$ cat src/rtl/axi_ic_pkg.sv
// rtl/axi_ic_pkg.sv - shared AXI interconnect types: W-channel FSM states and order-entry width helpers
package axi_ic_pkg;

    typedef enum logic {
        W_IDLE  = 1'b0,
        W_BURST = 1'b1
    } w_state_t;

    // Index width for a population of n, never narrower than one bit.
    function automatic int idx_w(input int n);
        return (n > 1) ? $clog2(n) : 1;
    endfunction

    // Order entry packing is {master, slave, len}, master in the MSBs.
    function automatic int entry_w(input int m, input int s, input int len_w);
        return idx_w(m) + idx_w(s) + len_w;
    endfunction

    function automatic int entry_slave_lsb(input int len_w);
        return len_w;
    endfunction

    function automatic int entry_master_lsb(input int s, input int len_w);
        return idx_w(s) + len_w;
    endfunction

endpackage

$ cat src/rtl/fifo.sv
// rtl/fifo.sv - synchronous FIFO with registered full flag, pushes while full are dropped
module fifo #(
    parameter int DATA_WIDTH = 8,
    parameter int DEPTH      = 4
) (
    input  logic                  clk,
    input  logic                  clr,
    input  logic                  push,
    input  logic                  pop,
    input  logic [DATA_WIDTH-1:0] wdata,
    output logic [DATA_WIDTH-1:0] rdata,
    output logic                  empty,
    output logic                  full
);

    localparam int AW = $clog2(DEPTH);
    localparam int CW = AW + 1;

    logic [DATA_WIDTH-1:0] mem [DEPTH];
    logic [AW-1:0]         wr_ptr;
    logic [AW-1:0]         rd_ptr;
    logic [CW-1:0]         count;
    logic [CW-1:0]         count_next;
    logic                  wr_en;
    logic                  rd_en;

    assign wr_en = push & ~full;
    assign rd_en = pop & ~empty;
    assign empty = (count == '0);
    assign rdata = mem[rd_ptr];

    // Occupancy after this cycle's accepted push/pop; simultaneous ones cancel.
    always_comb begin
        count_next = count;
        if (wr_en && !rd_en) begin
            count_next = count + CW'(1);
        end else if (rd_en && !wr_en) begin
            count_next = count - CW'(1);
        end
    end

    // Pointers wrap naturally since DEPTH is a power of two; full tracks the new count.
    always_ff @(posedge clk or posedge clr) begin
        if (clr) begin
            wr_ptr <= '0;
            rd_ptr <= '0;
            count  <= '0;
            full   <= 1'b0;
        end else begin
            if (wr_en) begin
                wr_ptr <= wr_ptr + AW'(1);
            end
            if (rd_en) begin
                rd_ptr <= rd_ptr + AW'(1);
            end
            count <= count_next;
            full  <= (count_next == CW'(DEPTH));
        end
    end

    // Storage has no reset; validity is governed by count.
    always_ff @(posedge clk) begin
        if (wr_en) begin
            mem[wr_ptr] <= wdata;
        end
    end

endmodule

$ cat src/rtl/write_data_arbiter.sv
// rtl/write_data_arbiter.sv - in-order W channel scheduler; optional length check under W_LEN_CHECK_EN
module write_data_arbiter
    import axi_ic_pkg::*;
#(
    parameter int M         = 2,
    parameter int S         = 2,
    parameter int DEPTH     = 4,
    parameter int LEN_WIDTH = 8
) (
    input  logic                  clk,
    input  logic                  clr,
    input  logic                  aw_push,
    input  logic [idx_w(M)-1:0]   aw_master,
    input  logic [idx_w(S)-1:0]   aw_slave,
    input  logic [LEN_WIDTH-1:0]  aw_len,
    output logic                  aw_full,
    input  logic [M-1:0]          W_valid_f,
    input  logic [M-1:0]          W_last_f,
    output logic [M-1:0]          W_ready_f,
    output logic [M-1:0]          W_grant_f,
    output logic [S-1:0]          W_slave_valid_f,
    output logic [S-1:0]          W_slave_last_f,
    input  logic [S-1:0]          W_slave_ready_f,
    output logic [idx_w(M)-1:0]   W_master_sel,
    output logic                  err
);

    localparam int MW = idx_w(M);
    localparam int SW = idx_w(S);
    localparam int EW = entry_w(M, S, LEN_WIDTH);
    localparam int SL = entry_slave_lsb(LEN_WIDTH);
    localparam int ML = entry_master_lsb(S, LEN_WIDTH);

    w_state_t       state;
    w_state_t       state_next;
    logic [MW-1:0]  cur_master;
    logic [SW-1:0]  cur_slave;
    logic [EW-1:0]  q_wdata;
    logic [EW-1:0]  q_rdata;
    logic           q_empty;
    logic           q_pop;
    logic           beat;
    logic           fwd_last;
    logic           burst_done;
    logic           len_err;
    logic [MW-1:0]  hd_master;
    logic [SW-1:0]  hd_slave;

    assign q_wdata   = {aw_master, aw_slave, aw_len};
    assign hd_master = q_rdata[ML +: MW];
    assign hd_slave  = q_rdata[SL +: SW];

`ifdef W_LEN_CHECK_EN
    logic [LEN_WIDTH-1:0] cur_len;
    logic [LEN_WIDTH:0]   beat_cnt;
    logic                 at_len;

    assign at_len = (beat_cnt == {1'b0, cur_len});
`else
    logic unused_len;

    assign unused_len = ^q_rdata[LEN_WIDTH-1:0];
`endif

    fifo #(
        .DATA_WIDTH (EW),
        .DEPTH      (DEPTH)
    ) u_order_q (
        .clk   (clk),
        .clr   (clr),
        .push  (aw_push),
        .pop   (q_pop),
        .wdata (q_wdata),
        .rdata (q_rdata),
        .empty (q_empty),
        .full  (aw_full)
    );

    // Next state plus handshake routing for the single master->slave pair owning W.
    always_comb begin
        state_next      = state;
        q_pop           = 1'b0;
        W_ready_f       = '0;
        W_grant_f       = '0;
        W_slave_valid_f = '0;
        W_slave_last_f  = '0;
        W_master_sel    = '0;
        beat            = 1'b0;
        fwd_last        = 1'b0;
        burst_done      = 1'b0;
        len_err         = 1'b0;
        case (state)
            W_IDLE: begin
                if (!q_empty) begin
                    q_pop      = 1'b1;
                    state_next = W_BURST;
                end
            end
            W_BURST: begin
                W_grant_f[cur_master]       = 1'b1;
                W_master_sel                = cur_master;
                fwd_last                    = W_last_f[cur_master];
                W_slave_valid_f[cur_slave]  = W_valid_f[cur_master];
                W_ready_f[cur_master]       = W_slave_ready_f[cur_slave];
                beat = W_valid_f[cur_master] & W_slave_ready_f[cur_slave];
`ifdef W_LEN_CHECK_EN
                // The expected final beat is always marked last to the slave.
                W_slave_last_f[cur_slave] = fwd_last | at_len;
                burst_done = beat & (fwd_last | at_len);
                len_err    = beat & (fwd_last ^ at_len);
`else
                W_slave_last_f[cur_slave] = fwd_last;
                burst_done = beat & fwd_last;
`endif
                if (burst_done) begin
                    state_next = W_IDLE;
                end
            end
            default: begin
                state_next = W_IDLE;
            end
        endcase
    end

    // FSM state register.
    always_ff @(posedge clk or posedge clr) begin
        if (clr) begin
            state <= W_IDLE;
        end else begin
            state <= state_next;
        end
    end

    // Capture the head entry as the burst owner when it is popped.
    always_ff @(posedge clk or posedge clr) begin
        if (clr) begin
            cur_master <= '0;
            cur_slave  <= '0;
        end else if (q_pop) begin
            cur_master <= hd_master;
            cur_slave  <= hd_slave;
        end
    end

`ifdef W_LEN_CHECK_EN
    // Beat index within the burst, restarted on every new grant.
    always_ff @(posedge clk or posedge clr) begin
        if (clr) begin
            cur_len  <= '0;
            beat_cnt <= '0;
        end else if (q_pop) begin
            cur_len  <= q_rdata[LEN_WIDTH-1:0];
            beat_cnt <= '0;
        end else if (beat) begin
            beat_cnt <= beat_cnt + 1'b1;
        end
    end

    // One-cycle error pulse on a last/length disagreement.
    always_ff @(posedge clk or posedge clr) begin
        if (clr) begin
            err <= 1'b0;
        end else begin
            err <= len_err;
        end
    end
`else
    assign err = len_err;
`endif

endmodule

$ cat config.mk
export PLATFORM = sky130hd
export DESIGN_NAME = write_data_arbiter
export DESIGN_NICKNAME = d
export VERILOG_FILES = /design/src/rtl/axi_ic_pkg.sv /design/src/rtl/fifo.sv /design/src/rtl/write_data_arbiter.sv
export SDC_FILE = /design/constraint.sdc
export NUM_CORES = 1
export LEC_CHECK = 0
export CELL_PAD_IN_SITES_DETAIL_PLACEMENT = 0
export CELL_PAD_IN_SITES_GLOBAL_PLACEMENT = 1
export CORE_ASPECT_RATIO = 0.8
export CORE_MARGIN = 2
export CORE_UTILIZATION = 30
export CTS_CLUSTER_DIAMETER = 80
export DETAILED_ROUTE_END_ITERATION = 12
export PLACE_DENSITY = 0.69
export SLEW_MARGIN = 5
export SYNTH_ARGS = -nofsm -noshare
export SYNTH_HDL_FRONTEND = slang
export SYNTH_SLANG_ARGS = --single-unit
export TNS_END_PERCENT = 5
$ cat constraint.sdc
create_clock -name clk -period 2.28 [get_ports clk]
set_input_delay 0.342 -clock clk [delete_from_list [all_inputs] [get_ports clk]]
set_output_delay 0.342 -clock clk [all_outputs]
set_load 0.02 [all_outputs]
* Word-level counts from Yosys, hierarchy flattened
Memories as Yosys holds them, arrays and structs flattened. A register that Yosys moved wholly into a read port is not among the register bits.
Cells that the tools add are included.
** Storage, ports and cells
- Bits in registers :: 9
- RAM bits :: 40
- Input port bits :: 19
- Word-level logic and storage cells :: 55
- Memories :: 1
** Operators by class
- Add/sub/neg operators :: 4
- Order comparisons :: 4
- Equal/unequal tests :: 1
- Multiplexer cells :: 23
- Bitwise operators :: 10
- Reduce and logical (&&, ||, !) cells :: 7
** Memories
- u_order_q.mem :: depth 4, width 10, rd ports 1, clocked after memory_dff 1, write ports 1, RTL line fifo.sv:19 : logic [DATA_WIDTH-1:0] mem [DEPTH];
** Operator list (number)
- 1-bit two-way mux :: 14
- 2-bit two-way mux :: 4
- 2-bit bitwise AND :: 3
- 3-bit two-way mux :: 2
- 2-bit by 1-bit adder with 2-bit output, second input constant :: 2
- 1-bit bitwise AND :: 4
- 1-bit logical AND :: 4
- 1-bit by 2-bit less-than comparator with 1-bit output, second input constant :: 2
- 3-bit by 1-bit adder with 3-bit output, second input constant :: 1
- 3-bit == test, second input constant :: 1
- 3-bit logical NOT :: 1
- 1-bit inverter :: 3
- 3-bit by 1-bit subtractor with 3-bit output, second input constant :: 1
- 1-bit demux with 1-bit select :: 2
- 1-bit >= comparator, second input constant :: 2
- 1-bit logical NOT :: 2
- 1-bit case mux with 2 select lines :: 1

* Depth between registers and ports, before layout
- Depth in word-level cells :: 8
- Gate-level depth with buffers :: 6
- Mapped depth without buffers :: 6

* Cells and area by module
A second synthesis with hierarchy kept.
** Unflattened totals
- Cells, all modules :: 137
- Area total of the unflattened synthesis :: 2227.1 µm²
** Modules (own cells, without submodules)
- fifo :: times used 1, cells an instance 111, area each 2004.4 µm²
- write_data_arbiter :: times used 1, cells an instance 26, area each 222.7 µm²

* Worst setup path before layout
Ideal clock, no wire load.
- Path type :: reg-to-reg
- From :: register u_order_q.count[0]
- To :: register u_order_q.full
- Data arrival time :: 1.603 ns
- Required time :: 2.184 ns
- Setup slack :: 0.581 ns
- Cell stages (with the launch flop) :: 7
- Clock period less this slack :: 1.699 ns
- Cells stage by stage :: dfrtp_1 > inv_1 > ha_1 > or2b_4 > a21oi_2 > or4_4 > a311oi_2
** On the way
- Word-level cells in the longest chain between the ends :: 8
** RTL lines
- from (decl) :: RTL line fifo.sv:22 : logic [CW-1:0] count;
- from (signal assigned) :: RTL line fifo.sv:56 : count <= count_next;
- 3-bit logical NOT :: RTL line fifo.sv:29 : assign empty = (count == '0);
- 1-bit two-way mux :: RTL line write_data_arbiter.sv:94 : if (!q_empty) begin
- 1-bit two-way mux :: RTL line write_data_arbiter.sv:92 : case (state)
- 1-bit bitwise AND :: RTL line fifo.sv:28 : assign rd_en = pop & ~empty;
- 1-bit logical AND / 1-bit logical NOT (equally long branches) :: RTL line fifo.sv:37, fifo.sv:35
- 3-bit two-way mux / 1-bit logical AND (equally long branches) :: RTL line fifo.sv:37, fifo.sv:35
- 3-bit two-way mux * :: RTL line fifo.sv:35 : if (wr_en && !rd_en) begin
- 3-bit == test * :: RTL line fifo.sv:57 : full <= (count_next == CW'(DEPTH));
- to (signal assigned) :: RTL line fifo.sv:57
- to (decl) :: RTL line fifo.sv:13 : output logic full
Mark *: on every way between the ends. The rest lies on a longest branch, timed or not.
A chain may end at the register's enable or synchronous reset.

* Final worst setup path
- From :: register state
- To :: output port W_ready_f[0]
** On the way
- Word-level cells in the longest chain between the ends :: 1
** RTL lines
- from (decl) :: RTL line write_data_arbiter.sv:34 : w_state_t state;
- from (signal assigned) :: RTL line write_data_arbiter.sv:130 : state <= state_next;
- 2-bit two-way mux :: RTL line write_data_arbiter.sv:92
- to (decl) :: RTL line write_data_arbiter.sv:19 : output logic [M-1:0] W_ready_f,
No other way between the ends.

==> impl_metrics.tcl <==
set metrics [dict create \
    ctsResizeCount 0 \
    synth.yosys.warnings 0 \
    route.detailed.drc 0 \
    async_flop_share 0.579 \
    setup_viol 0 \
    ant_nets 0 \
    synth_area_um2 1040 \
    grtUsageTotal 0.0982 \
    ys_top_cells_by_area "dfrtp_1, edfxtp_1, ha_1" \
    hold_viol 0 \
    period_minus_slack_ps 2170 \
    drt_pass1_iterations 4 \
    die_w_um 70.0 \
    area_growth_syn_to_layout_pct 26.8 \
    path_max_fanout 7 \
    via_per_inst 4.46 \
    post_cts_buffers 0 \
    timing.rr.start "u_order_q.count[0]$_DFF_PP0_" \
    drive_gt1_frac 0.138 \
    row_count 19 \
    grt_pass1_vias 660 \
    holdWs_ps 383 \
    ir_drop_v 0.000453 \
    start_util 0.309 \
    grt_max_degree 12 \
    worst_setup_path_start_kind "flip-flop" \
    synth_edf_count 8 \
    post-place-cells 147 \
    die_area_um2 3970 \
    grt_antenna_before_repair 0 \
    path_class "flip-flop to primary output" \
    die_y_um 56.8 \
    avgSynthCellArea_um2 12.0 \
    r2r_cells 6 \
    outcome "finished clean" \
    ys_seq_area_frac 0.493 \
    synth_cells 87 \
    postSynthNetCount 113 \
    synth_cell_types 35 \
    n_antenna_cell 0 \
    startpoint "state$_DFF_PP0_" \
    max_freq_mhz 461 \
    root_buffer "clkbuf_8" \
    slew_viol_final 0 \
    cts_made_buffers 3 \
    overflow 0 \
    cts.clk_slew.worst_paths_ps 70 \
    hold_class "input port to async pin" \
    routabilityCongestion 0.756 \
    vias 673 \
    cts_tree "yes" \
    wl_mm 1.77 \
    htreeDepth 1 \
    finalCritPeriodShare 0.951 \
    synth_largest_area_cell "dfrtp_1" \
    clkLatencyLatePin_ps 250 \
    r2r_slack_ps 410 \
    cellPowerDensity_nw_per_um2 1270 \
    cp.arrival_ps 1830 \
    ios 30 \
    drt-wirelength-per-cell_um 11.7 \
    endpoint "W_ready_f[0]" \
    dp_hpwl_mm 1.39 \
    ys.flop_type "dfrtp_1" \
    drt_iter0_drc 10 \
    stdcell_count 151 \
    clock_path_buffers 2 \
    ys_ff_latch 19 \
    clock-skew-final_ps 3.59 \
    ctsHoldBuffers 0 \
    endpoint_kind "primary output" \
    cts_num_sinks 19 \
    numPortBuffers 20 \
    rr_endpoint "u_order_q.full$_DFF_PP0_" \
    grt_pass1_wl_mm 3.08 \
    leakagePower_nw 0.547 \
    grt_setup_unrepaired "false" \
    finalNetCount 136 \
    tns_ps 0 \
    cp.required_ps 1940 \
    yosysTopAreaCellShare 0.263 \
    core_um2 3380 \
    max_cap_viol_count 0 \
]
layout by cell type, fill, tap and decap left out, drive strengths merged, types with 4 or more instances in the layout:
cell           count
and2               5
dfrtp             11
clkdlybuf4s50     20
nor2               9
nor3               4
ha                 7
inv                5
edfxtp             8
kinds of logic (layout without fill, tap and decap cells):
family          after synthesis  in the layout  synth area share
fa+ha+maj                     7              7            0.0838
mux                           7              7            0.0934
simple gates                 32             32             0.180
flops                        19             19             0.493
buf+inv                       9             31            0.0467
compound gates                8              8            0.0659
xor+xnor                      4              4            0.0335
other cells                   1              1           0.00359
layer usage:
metal,global-route usage,vias up,routed length (µm)
met5,0,-,0
li1,-,341,-
met3,0.0305,2,125
met2,0.150,23,725
met1,0.136,307,904
met4,0.0247,0,9
sequential cells by signal (all words and copies together) (netlist names):
name / flops
u_order_q.count: 3
u_order_q.mem: 8
cur_master: 1
state: 1
u_order_q.wr_ptr: 2
u_order_q.rd_ptr: 2
cur_slave: 1
u_order_q.full: 1
synth_stat cells, types with 2 or more instances:
| cell type | number |
|---|---|
| ha_1 | 7 |
| dfrtp_1 | 11 |
| mux2i_1 | 3 |
| xnor2_1 | 3 |
| mux4_2 | 2 |
| nand2_1 | 3 |
| inv_1 | 5 |
| and2_1 | 5 |
| edfxtp_1 | 8 |
| mux2_2 | 2 |
| buf_4 | 2 |
| nor2_1 | 9 |
| nor3_1 | 4 |
| nand3_1 | 2 |
stage by stage:
stage	area, µm²	setup slack, ps	power [mW]	utilization
final	1330	112	1.68	0.393
after global routing	1330	17.0	1.82	0.393
after CTS	1330	118	1.70	0.393
after detailed placement	1280	248	1.47	0.379
after global placement	1280	251	1.46	0.379
after floorplan	1040	581	1.20	-
report_power, final:
| part | leakage, nW | switching (mW) | total [mW] | internal (mW) |
|---|---|---|---|---|
| Sequential | 0.203 | 0.130 | 0.616 | 0.486 |
| Combinational | 0.318 | 0.403 | 0.835 | 0.432 |
| Clock | 0.0255 | 0.107 | 0.229 | 0.121 |
how the worst min path moves through the flow:
stage	startpoint	to	slack (ps)	cells past startpoint
4_1_cts	clr	u_order_q.wr_ptr[1]$_DFFE_PP0P_	400	2
3_3_place_gp	u_order_q.rd_ptr[1]$_DFFE_PP0P_	u_order_q.rd_ptr[1]$_DFFE_PP0P_	520	1
2_1_floorplan	clr	cur_master$_DFFE_PP0P_	190	1
6_report	clr	cur_slave$_DFFE_PP0P_	380	2
5_1_grt	clr	u_order_q.wr_ptr[1]$_DFFE_PP0P_	440	2
3_5_place_dp	u_order_q.rd_ptr[1]$_DFFE_PP0P_	u_order_q.rd_ptr[1]$_DFFE_PP0P_	530	1
worst max-delay path, cell delays in order, from the launching register on:
cell,delay (ps)
dfrtp_1,480
clkinv_1,240
nor3_1,220
clkdlybuf4s50_1,640
layout make-up:
type	count	area (µm²)
well taps	42	52.6
fillers	324	2050
flip-flops and latches	19	515
clock buffers	3	41.3
inverters	6	22.5
repair buffers	21	208
multi-input cells	59	480
clock inverters	1	5.00
(Power assumes the default switching activity.)
==> variant 1 (same settings) <==
Build with the macro `W_LEN_CHECK_EN` defined.
--- a/src/rtl/write_data_arbiter.sv
+++ b/src/rtl/write_data_arbiter.sv
@@ -1,2 +1,4 @@
 // rtl/write_data_arbiter.sv - in-order W channel scheduler; optional length check under W_LEN_CHECK_EN
+`define W_LEN_CHECK_EN
+
 module write_data_arbiter
Formal check against the unedited RTL: not equivalent (a bounded check fails within 4 cycles, from zero or initial values).
==> variant 1 against the unedited design <==
Power rose to 3.0 times the old value. Count of clock-buffer cells in the layout is 8 higher. Core utilization rose by 0.52 points. Cell count rose to 2.7 times the old value. Sequential share of layout area rose by 11 points. Worst setup slack got worse by 38 ps. Routed wire length grew to 3.2 times the old value. Hold slack improved by 3.0 ps. Sequential cell count rose by 50. Area after synthesis increased to 2.9 times the old value. Synthesized cell count rose to 2.6 times the old value. Design area rose to 2.9 times the old value. Clock power rose to 5.9 times the old value. Highest routed layer unchanged.
==> variant 1: results (changes against the unedited design) <==
* Total GRT Usage at 11.49% (was 9.817%)
* Cell count after placement at 398 (was 147)
* Later-pin clock latency in the skew report at 330 ps (was 250 ps)
* Outcome: complete, no violations (unchanged)
* H-Tree Depth at 3 (was 1)
* Largest net degree at the start of global routing at 30 (was 12)
* Peak supply drop at 0.4203 mV (was 0.4530 mV)
* Cells after Synth at 225 (was 87)
* CTS Buf Count at 9 (was 3)
* Seq/Total Area, Yosys at 62.78% (was 49.34%)
* Top_reg_cell synth: edfxtp_1 (was dfrtp_1)
* Vias at 1844 (was 673)
* Synth async-reset ratio at 42.03% (was 57.89%)
* Post-DP HPWL at 3903 um (was 1385 um)
* CP peak stage delay at 380 ps (was 640 ps)
* Layout Skew at 7.552 ps (was 3.590 ps)
* Pre-CTS setup slack at -99.38 ps (was 248.4 ps)
* Unique masters post-synth at 37 (was 35)
* Commonest cells post-synth: nand2_1 (41), edfxtp_1 (40), dfrtp_1 (29), xnor2_1 (11), mux4_2 (10) (was dfrtp_1 (11), nor2_1 (9), edfxtp_1 (8), ha_1 (7))
* First-pass GRT wire length at 9308 um (was 3077 um)
* Arrival time at the worst endpoint at 1860 ps (was 1830 ps)
* Port buffer count at 29 (was 20)
* Share of cells above drive strength 1 at 20.14% (was 13.76%)
* GPL Wtd Cong at 0.7299 (was 0.7560)
* Critical-path top delay cell: dfrtp_1 (was clkdlybuf4s50_1)
* Post-Syn Nets at 253 (was 113)
[variant 1: kinds of logic after synthesis]
| group | share of synthesized area (%) |
|---|---|
| flip-flops | 62.78 |
| XOR/XNOR | 3.710 |
| AND/OR/NAND/NOR | 13.25 |
| adder cells (fa/ha/maj) | 3.669 |
| multiplexers | 8.969 |
| AO/OA/AOI/OAI | 4.810 |
| buffers and inverters | 2.812 |
[variant 1: final cells by class]
cell class,count,area (um^2)
flip-flops and latches,69,1929
clock inverters,5,60.06
well taps,136,170.2
repair buffers,46,412.9
clock buffers,11,232.7
fillers,915,5908
multi-input cells,140,1066
inverters,7,30.03
[variant 1: routing by layer]
layer  up-vias  GRT usage, %  share of wire (%)
met5         -             0                  0
met4         0         4.118                1.3
met3         8         3.915                4.5
met2        38         16.14                 42
met1       880         16.46                 52
li1        918             -                  -
[variant 1: stage by stage]
step | hold WS, ps | cell area (um^2)
detailed placement | 484.8 | 3597
global placement | 479.3 | 3597
global route | 450.2 | 3901
floorplan | 420.1 | 3069
finish | 386.3 | 3901
CTS | 400.5 | 3886
[variant 1: report_power, final]
group,internal [mW],total [mW],switching [mW]
combinational,0.827,1.72,0.898
clock,0.850,1.36,0.506
sequential,1.69,1.92,0.229
total,3.37,5.00,1.63
[variant 1: worst paths after layout]
path / start / endpoint / slack [ps] / depth (start not counted)
max in group asynchronous: clr / cur_master / 1590 / 3
min in group clk: cur_len[3] / cur_len[3] / 500 / 2
max: cur_len[2] / W_slave_last_f[1] / 70 / 7
min reg2reg: cur_len[3] / cur_len[3] / 500 / 2
max reg2reg: u_order_q.count[0] / u_order_q.full / 400 / 6
min: clr / u_order_q.count[2] / 390 / 3
[variant 1: timing repair]
item | in CTS | in global routing
gates resized for setup | 12 | 6
pin swaps | 0 | 0
setup endpoints to repair | 3 | 7
==> variant 2 (same settings) <==
Without the edit above. The parameter `M` goes from 2 to 4.
--- a/src/rtl/write_data_arbiter.sv
+++ b/src/rtl/write_data_arbiter.sv
@@ -4,3 +4,3 @@
 #(
-    parameter int M         = 2,
+    parameter int M         = 4,
     parameter int S         = 2,
Ports: changed (6 resized); port bits go from 30 to 40. No check against the original RTL was run, so the function may have changed too.
==> variant 2 against the unedited design <==
Sequential cell count rose by 5. Design area grew 27%. Power up 31%. Routed wire length grew 31%. Area after synthesis is 22% higher. Worst setup slack better by 67 ps. Sequential power rose by 26%. Largest power group unchanged. Highest routed layer unchanged.
==> variant 2: results (changes against the unedited design) <==
* Outcome: complete, no violations (unchanged)
* Post-cts repair resize count at 5 (was 0)
* Largest regs: u_order_q.mem: 12 flops, u_order_q.count: 3 flops (was u_order_q.mem: 8 flops, u_order_q.count: 3 flops)
* Cell count after placement at 185 (was 147)
* Largest net degree at the start of global routing at 15 (was 12)
* Pre-CTS setup slack at -31.38 ps (was 248.4 ps)
* Fin Hold WS at 379.6 ps (was 383.3 ps)
* Switch share at 37.31% (was 38.13%)
* Final-stage net count at 164 (was 136)
* Clock network area share at 4.238% (was 3.494%)
* Post-DR wirelength/cell at 12.19 um (was 11.69 um)
* Max FO, Critical Path at 5 (was 7)
* Top_reg_cell synth: edfxtp_1 (was dfrtp_1)
* Starting DRT DRC Count at 28 (was 10)
* Die area at 4799 um^2 (was 3973 um^2)
* Compound-cell area share of the yosys netlist at 5.191% (was 6.587%)
* First-pass GRT wire length at 3836 um (was 3077 um)
* DP Area at 1610 um^2 (was 1279 um^2)
* Post-DP HPWL at 1836 um (was 1385 um)
* Fraction of area in multi-input gates at 32.79% (was 36.26%)
* P_sw at 0.8242 mW (was 0.6405 mW)
* GR Util met3 at 2.762% (was 3.052%)
* Vias per std cell at 4.339 (was 4.457)
* # fillers at 403 (was 324)
* Number of global-route vias before repair at 794 (was 660)
* GPL Wtd Cong at 0.6575 (was 0.7560)
* Flop2flop setup slack at 670 ps (was 410 ps)
* Synth async-reset ratio at 50.00% (was 57.89%)
* Post-Syn Nets at 134 (was 113)
* Met2 Use GR at 16.01% (was 14.97%)
* WL met2 at 1009 um (was 725 um)
* Bufs w/o clock at 30 (was 21)
* Gate power share at 48.1% (was 49.7%)
* Number of flops mapped to enable cells by yosys at 12 (was 8)
* Post-synthesis adder-cell area fraction at 7.738% (was 8.383%)
* Total GRT Usage at 10.23% (was 9.817%)
* Multi-input gates at 66 (was 59)
* Syn_area_per_cell at 12.40 um^2 (was 12.01 um^2)
* Port buffer count at 30 (was 20)
* Synth area leaders: edfxtp_1 (28%), dfrtp_1 (24%), mux4_2 (8.8%), ha_1 (6.9%), xnor2_1 (3.4%) (was dfrtp_1 (26%), edfxtp_1 (23%), ha_1 (8.4%), mux4_2 (4.3%), nor2_1 (3.2%))
* Metal3 WL at 168 um (was 125 um)
* Layout Skew at 4.931 ps (was 3.590 ps)
* Leakage at 0.6748 nW (was 0.5467 nW)
* Inverters at 8 (was 6)
* Power share of the sequential group at 35.1% (was 36.7%)
* Commonest cells post-synth: dfrtp_1 (12), edfxtp_1 (12), ha_1 (7), inv_1 (7), nor2_1 (7) (was dfrtp_1 (11), nor2_1 (9), edfxtp_1 (8), ha_1 (7))
* Peak supply drop at 0.4431 mV (was 0.4530 mV)
* DRT met1 WL at 1107 um (was 904 um)
* Share of cells above drive strength 1 at 15.15% (was 13.76%)
-- variant 2: changes by cell type in the layout (fill, tap and decap cells not counted), sizes merged, moves of 3 or more --
cell / change
clkdlybuf4s50: +6
dlygate4sd2: +4
edfxtp: +4
o21ai: +4
inv: +3
mux4: +3
nand2: +3
-- variant 2: worst max-delay path by stage --
stage | start | to | slack, ps | cells past startpoint
6_report | W_slave_ready_f[1] | W_ready_f[0] | 180 | 4
5_1_grt | cur_master[1] | W_ready_f[3] | 50 | 3
4_1_cts | state | W_ready_f[3] | 120 | 3
3_5_place_dp | W_last_f[0] | W_slave_last_f[1] | -30 | 4
3_3_place_gp | W_last_f[0] | W_slave_last_f[1] | -30 | 4
2_1_floorplan | cur_master[0] | W_slave_last_f[1] | 750 | 2
-- variant 2: stage by stage --
step | utilization [%] | TNS [ps]
after floorplan | - | 0
after global placement | 39.04 | -72.74
after detailed placement | 39.04 | -52.97
after CTS | 40.67 | 0
after global routing | 40.79 | 0
final | 40.79 | 0
